[src/rtl/mdu_iter.sv]
// Iterative RV M-extension multiply/divide unit for the EX stage.
// Radix-2^MUL_STEP shift-add multiply, restoring radix-2 divide, optional one-cycle div special cases.
module mdu_iter #(
  parameter int XLEN     = 32,
  parameter int MUL_STEP = 4,
  parameter int FAST_DIV = 1
) (
  input  logic            s_clk_i,
  input  logic            s_resetn_i,
  input  logic            s_stall_i,
  input  logic            s_flush_i,
  input  logic            s_compute_i,
  input  logic [2:0]      s_funct_i,
  input  logic [XLEN-1:0] s_operand1_i,
  input  logic [XLEN-1:0] s_operand2_i,
  output logic            s_finished_o,
  output logic [XLEN-1:0] s_result_o
);

  localparam int K_MUL = XLEN / MUL_STEP;
  localparam int CW    = $clog2(XLEN) + 1;
  localparam logic [XLEN-1:0] MIN_VAL = {1'b1, {(XLEN-1){1'b0}}};

  typedef enum logic [1:0] {IDLE, CALC, DONE} state_t;
  state_t state, state_nxt;

  logic [2:0]        funct;
  logic              neg;
  logic [XLEN-1:0]   mcand;
  logic [2*XLEN-1:0] acc;
  logic [CW-1:0]     cnt;

  // Issue-time decode of the incoming instruction
  logic            in_div, sgn1, sgn2, op2_zero, ovf, fast, neg_in;
  logic [XLEN-1:0] mag1, mag2, fast_res;
  logic [CW-1:0]   cnt_load;

  always_comb begin
    in_div   = s_funct_i[2];
    sgn1     = s_operand1_i[XLEN-1] & (s_funct_i inside {3'd1, 3'd2, 3'd4, 3'd6});
    sgn2     = s_operand2_i[XLEN-1] & (s_funct_i inside {3'd1, 3'd4, 3'd6});
    mag1     = sgn1 ? -s_operand1_i : s_operand1_i;
    mag2     = sgn2 ? -s_operand2_i : s_operand2_i;
    op2_zero = (s_operand2_i == '0);
    ovf      = !s_funct_i[0] && (s_operand1_i == MIN_VAL) && (s_operand2_i == '1);
    fast     = (FAST_DIV != 0) && in_div && (op2_zero || ovf);
    if (s_funct_i[1]) fast_res = op2_zero ? s_operand1_i : '0;
    else              fast_res = op2_zero ? '1 : MIN_VAL;
    // Quotient of x/0 stays all-ones regardless of the dividend sign
    if (!in_div)           neg_in = sgn1 ^ sgn2;
    else if (s_funct_i[1]) neg_in = sgn1;
    else                   neg_in = (sgn1 ^ sgn2) && !op2_zero;
    cnt_load = in_div ? CW'(XLEN - 1) : CW'(K_MUL - 1);
  end

  // Multiply step: low acc half holds the remaining multiplier bits
  logic [XLEN+MUL_STEP-1:0] mprod, msum;
  logic [2*XLEN-1:0]        mul_next, prod;

  always_comb begin
    mprod = {{MUL_STEP{1'b0}}, mcand} * {{XLEN{1'b0}}, acc[MUL_STEP-1:0]};
    msum  = {{MUL_STEP{1'b0}}, acc[2*XLEN-1:XLEN]} + mprod;
  end

  generate
    if (MUL_STEP < XLEN) begin : g_shift
      assign mul_next = {msum, acc[XLEN-1:MUL_STEP]};
    end else begin : g_full
      assign mul_next = msum[2*XLEN-1:0];
    end
  endgenerate

  // Divide step: acc = {partial remainder, dividend/quotient}
  logic [XLEN:0]     trial;
  logic [2*XLEN-1:0] div_next, acc_nxt;
  logic [XLEN-1:0]   dres, fin_res;

  always_comb begin
    trial    = acc[2*XLEN-1:XLEN-1] - {1'b0, mcand};
    div_next = trial[XLEN] ? {acc[2*XLEN-2:0], 1'b0}
                           : {trial[XLEN-1:0], acc[XLEN-2:0], 1'b1};
    acc_nxt  = funct[2] ? div_next : mul_next;
    prod     = neg ? -mul_next : mul_next;
    dres     = funct[1] ? div_next[2*XLEN-1:XLEN] : div_next[XLEN-1:0];
    if (funct[2])           fin_res = neg ? -dres : dres;
    else if (funct == 3'd0) fin_res = prod[XLEN-1:0];
    else                    fin_res = prod[2*XLEN-1:XLEN];
  end

  always_ff @(posedge s_clk_i or negedge s_resetn_i) begin
    if (!s_resetn_i) state <= IDLE;
    else             state <= state_nxt;
  end

  always_comb begin
    state_nxt = state;
    if (s_flush_i) state_nxt = IDLE;
    else begin
      case (state)
        IDLE:    if (s_compute_i) state_nxt = fast ? DONE : CALC;
        CALC:    if (!s_compute_i)    state_nxt = IDLE;
                 else if (cnt == '0)  state_nxt = DONE;
        DONE:    if (!s_stall_i) state_nxt = IDLE;
        default: state_nxt = IDLE;
      endcase
    end
  end

  always_comb begin
    s_finished_o = (state == DONE) && !s_flush_i;
  end

  always_ff @(posedge s_clk_i or negedge s_resetn_i) begin
    if (!s_resetn_i) begin
      funct      <= '0;
      neg        <= 1'b0;
      mcand      <= '0;
      acc        <= '0;
      cnt        <= '0;
      s_result_o <= '0;
    end else if (s_flush_i) begin
      cnt <= '0;
    end else begin
      case (state)
        IDLE: if (s_compute_i) begin
          funct <= s_funct_i;
          neg   <= neg_in;
          mcand <= in_div ? mag2 : mag1;
          acc   <= {{XLEN{1'b0}}, (in_div ? mag1 : mag2)};
          cnt   <= cnt_load;
          if (fast) s_result_o <= fast_res;
        end
        CALC: if (s_compute_i) begin
          acc <= acc_nxt;
          cnt <= cnt - 1'b1;
          if (cnt == '0) s_result_o <= fin_res;
        end else begin
          cnt <= '0;
        end
        default: ;
      endcase
    end
  end

endmodule

[config.mk]
export PLATFORM = sky130hd
export DESIGN_NAME = mdu_iter
export DESIGN_NICKNAME = d
export VERILOG_FILES = /design/src/rtl/mdu_iter.sv
export SDC_FILE = /design/constraint.sdc
export NUM_CORES = 1
export LEC_CHECK = 0
export CAP_MARGIN = 25
export CELL_PAD_IN_SITES_DETAIL_PLACEMENT = 1
export CELL_PAD_IN_SITES_GLOBAL_PLACEMENT = 1
export CORE_MARGIN = 2
export CORE_UTILIZATION = 45
export CTS_CLUSTER_DIAMETER = 100
export DETAILED_ROUTE_END_ITERATION = 12
export HOLD_SLACK_MARGIN = 0.08
export PLACE_DENSITY = 0.8
export SETUP_SLACK_MARGIN = 0.4
export SLEW_MARGIN = 10
export SYNTH_ARGS = -nofsm -noshare
export SYNTH_HDL_FRONTEND = slang
export SYNTH_SLANG_ARGS = --single-unit
[constraint.sdc]
create_clock -name s_clk_i -period 7.8 [get_ports s_clk_i]
set_clock_uncertainty 0.1 [all_clocks]
set_input_delay 1.17 -clock s_clk_i [delete_from_list [all_inputs] [get_ports s_clk_i]]
set_output_delay 1.17 -clock s_clk_i [all_outputs]
set_load 0.05 [all_outputs]
==> out/results.txt <==
Placement Setup Slack - 0.755 ns
element type at the critical path end - register
CTS sink cnt - 140
Post-synth EDFFs - 0
CTS Buf Count - 17
Final Hold Fails - 0
syn_area_per_cell - 7.16 um^2
Setup Buffers After CTS - 0
# port buffers - 104
CP Launch Type - register
Most common cell on crit path - fa_1
drc violations - 0
total global routing overflow - 0
die area - 0.0471 mm^2
First-pass DRT Iterations - 6
Routed WL - 97500 um
HP Class - reg -> reg
Max Root-Sink Buffers - 2
Crit path largest cell delay - 0.68 ns
DP Wirelength - 77700 um
post-synthesis mux area share - 0.0359
Final nets - 3089
Slew @ Worst Pin - 1.07 ns
GRT Resource Usage Total - 0.414
main combinational cell family by area after synthesis - compound AO/OA/AOI/OAI gates
Worst Path Buf+Inv - 4
leak pwr - 9.56 nW
Slew Limit Fails - 0
WP data required - 8.06 ns
Tcrit/Tclk final - 0.901
post-synthesis simple-gate area fraction - 0.241
root buf cell - clkbuf_16
Pwr per Cell Area - 415 mW/mm^2
first-pass GRT wire length - 147000 um
Die Wd - 217 um
Max transition margin - 0.290
Initial DRC Count - 2308
post-synthesis cell count - 2851
Achievable Freq - 142 MHz
kind of critical path - reg -> reg
Post-Syn Nets - 3098
mapped cell area - 0.0204 mm^2
Total Power - 9.41 mW
status - completed
IO Pins - 105
max cap viols - 0
vias - 22900
critical path arrival - 7.28 ns
Post-DRT Antenna Nets - 0
Syn. warnings - 0
Final setup viols - 0
Post-Synth Adder-Cell Area - 0.141
initial antenna violation count - 4
register area share after synthesis - 0.172
compound-gate portion of the synthesized area - 0.275
hold bufs inserted after CTS - 0
vias in the first global route - 23300
final RePlAce weighted congestion - 1.01
WL/cell - 28.2 um
post-synthesis xor/xnor area fraction - 0.0588
core footprint - 0.0451 mm^2
pin count of the biggest net entering global routing - 88
PostCTS Resize Cnt - 0
TritonCTS clock tree - built
fin crit period - 7.03 ns
worst skew pair latency - 0.47 ns
slowest CP cell - dfrtp_1
share of cells above drive strength 1 - 0.0557
critical-path cell list - buf_4 > and2_1 > fa_1 > fa_1 > inv_1 > fa_1 > inv_1 > ha_1 > a21oi_1 > o21bai_1 > nand2b_1 > or4_1 > a21o_1 > a32oi_1 > nand3_1 > nor4b_1 > o31ai_1 > a2111oi_0 > buf_1 > o21ai_1
cell row count - 78
Die Y - 217 um
Max FO, Critical Path - 22
vias per cell - 6.61
area grow syn2layout - 11.0%
Clk pin slew, worst setup/hold paths - 0.07 ns
ys flop type - dfrtp_1
setup TNS - 0 ns
Crit path max-delay family - adder cells
register bit total from synthesis - 140
Post-synth ARST share - 1.00
RSZ-0062 raised after global routing - no
# H-tree levels - 4
Synth cell types - 92
Initial Util - 0.452
Max VDD drop - 0.301 mV
Final WS setup - 0.773 ns
report_power, final:
| part | total (mW) | switching [mW] | internal (mW) |
|---|---|---|---|
| combinational | 7.16 | 4.83 | 2.33 |
| clock | 0.969 | 0.395 | 0.574 |
| sequential | 1.28 | 0.376 | 0.904 |
path summary, 6_finish.rpt:
path                             from             end  slack [ns]  cells after the start
setup / recovery               acc[2]  s_result_o[22]        0.77                     20
hold / removal                 cnt[5]          cnt[5]        0.41                      1
setup reg to reg               acc[2]  s_result_o[22]        0.77                     20
hold reg to reg                cnt[5]          cnt[5]        0.41                      1
max in group asynchronous  s_resetn_i        funct[2]        5.38                      2
min in group asynchronous  s_resetn_i         acc[63]        0.70                      1
cell usage after synthesis, types with 8 or more instances:
cell type / n / area, um^2
a2111oi_0: 8 / 70.1
a211oi_1: 47 / 353
a21o_1: 43 / 323
a21oi_1: 263 / 1320
a221o_1: 9 / 90.1
a221oi_1: 10 / 87.6
a311oi_1: 11 / 96.3
a31oi_1: 52 / 325
a41oi_1: 8 / 70.1
and2_1: 76 / 475
and3_1: 25 / 156
and4_1: 11 / 96.3
buf_1: 16 / 60.1
buf_2: 8 / 40.0
clkbuf_1: 165 / 619
dfrtp_1: 140 / 3500
fa_1: 92 / 1840
ha_1: 83 / 1040
inv_1: 216 / 811
mux2_2: 16 / 180
mux2i_1: 54 / 541
nand2_1: 267 / 1000
nand2b_1: 19 / 119
nand3_1: 56 / 280
nand4_1: 36 / 225
nor2_1: 315 / 1180
nor2b_1: 23 / 144
nor3_1: 71 / 355
nor4_1: 33 / 206
o211ai_1: 37 / 278
o21a_1: 15 / 113
o21ai_0: 240 / 1200
o21ai_1: 23 / 115
o21bai_1: 13 / 97.6
o22ai_1: 21 / 131
o31ai_1: 22 / 165
or2_2: 10 / 62.6
or3_1: 28 / 175
or4_1: 12 / 90.1
xnor2_1: 71 / 622
xor2_1: 66 / 578
layout by cell type, fill, tap and decap left out, types with 66 or more instances in the layout:
cell type	instances
o21ai_0	240
dfrtp_1	137
nand2_1	266
fa_1	92
a21oi_1	263
xor2_1	66
inv_1	216
nor3_1	69
and2_1	76
xnor2_1	71
ha_1	83
nor2_1	312
clkdlybuf4s50_1	102
kinds of logic (layout without fill, tap and decap cells):
kind of cell,Yosys count,count (layout)
adder cells (fa/ha/maj),175,175
other,0,4
AO/OA/AOI/OAI,903,903
XOR/XNOR,137,137
flip-flops,140,140
multiplexers,71,71
buffers and inverters,409,413
AND/OR/NAND/NOR,1016,1016
flip-flops by register name, summed over array words and instances (netlist names):
| signal | cells |
|---|---|
| acc | 64 |
| cnt | 6 |
| funct | 3 |
| mcand | 32 |
| neg | 1 |
| s_result_o | 32 |
| state | 2 |
layer usage:
| layer | global-route usage | up-vias | share of wire |
|---|---|---|---|
| met5 | 0 | - | 0 |
| met4 | 0.230 | 0 | 0.059 |
| met3 | 0.0798 | 265 | 0.084 |
| met2 | 0.655 | 1099 | 0.45 |
| met1 | 0.532 | 11400 | 0.41 |
| li1 | - | 10100 | - |
worst reg2reg max path, stage by stage, from the launching register on:
cell	delay [ns]
dfrtp_1	0.68
buf_4	0.34
and2_1	0.19
fa_1	0.45
fa_1	0.55
inv_1	0.05
fa_1	0.50
inv_1	0.04
ha_1	0.40
a21oi_1	0.36
o21bai_1	0.17
nand2b_1	0.19
or4_1	0.61
a21o_1	0.30
a32oi_1	0.49
nand3_1	0.25
nor4b_1	0.43
o31ai_1	0.10
a2111oi_0	0.38
buf_1	0.25
o21ai_1	0.09
per-stage QoR:
step	hold WS, ns	cell area, um^2	cells	util
detailed placement	0.395	21900	3423	0.487
floorplan	0.352	20400	2851	-
CTS	0.410	22600	3455	0.501
finish	0.406	22600	3459	0.502
global route	0.433	22600	3457	0.502
global placement	0.364	21900	3422	0.487
area by class of cell:
cell class | instances | area [um^2]
inverter | 218 | 818
clock buffer | 17 | 425
clock inverter | 15 | 234
timing repair buffer | 163 | 1490
tap | 600 | 751
sequential | 140 | 3510
antenna | 4 | 10.0
multi-input combinational | 2302 | 15400
fill | 5721 | 22500
Note: power is estimated with default switching activity, not from simulation.
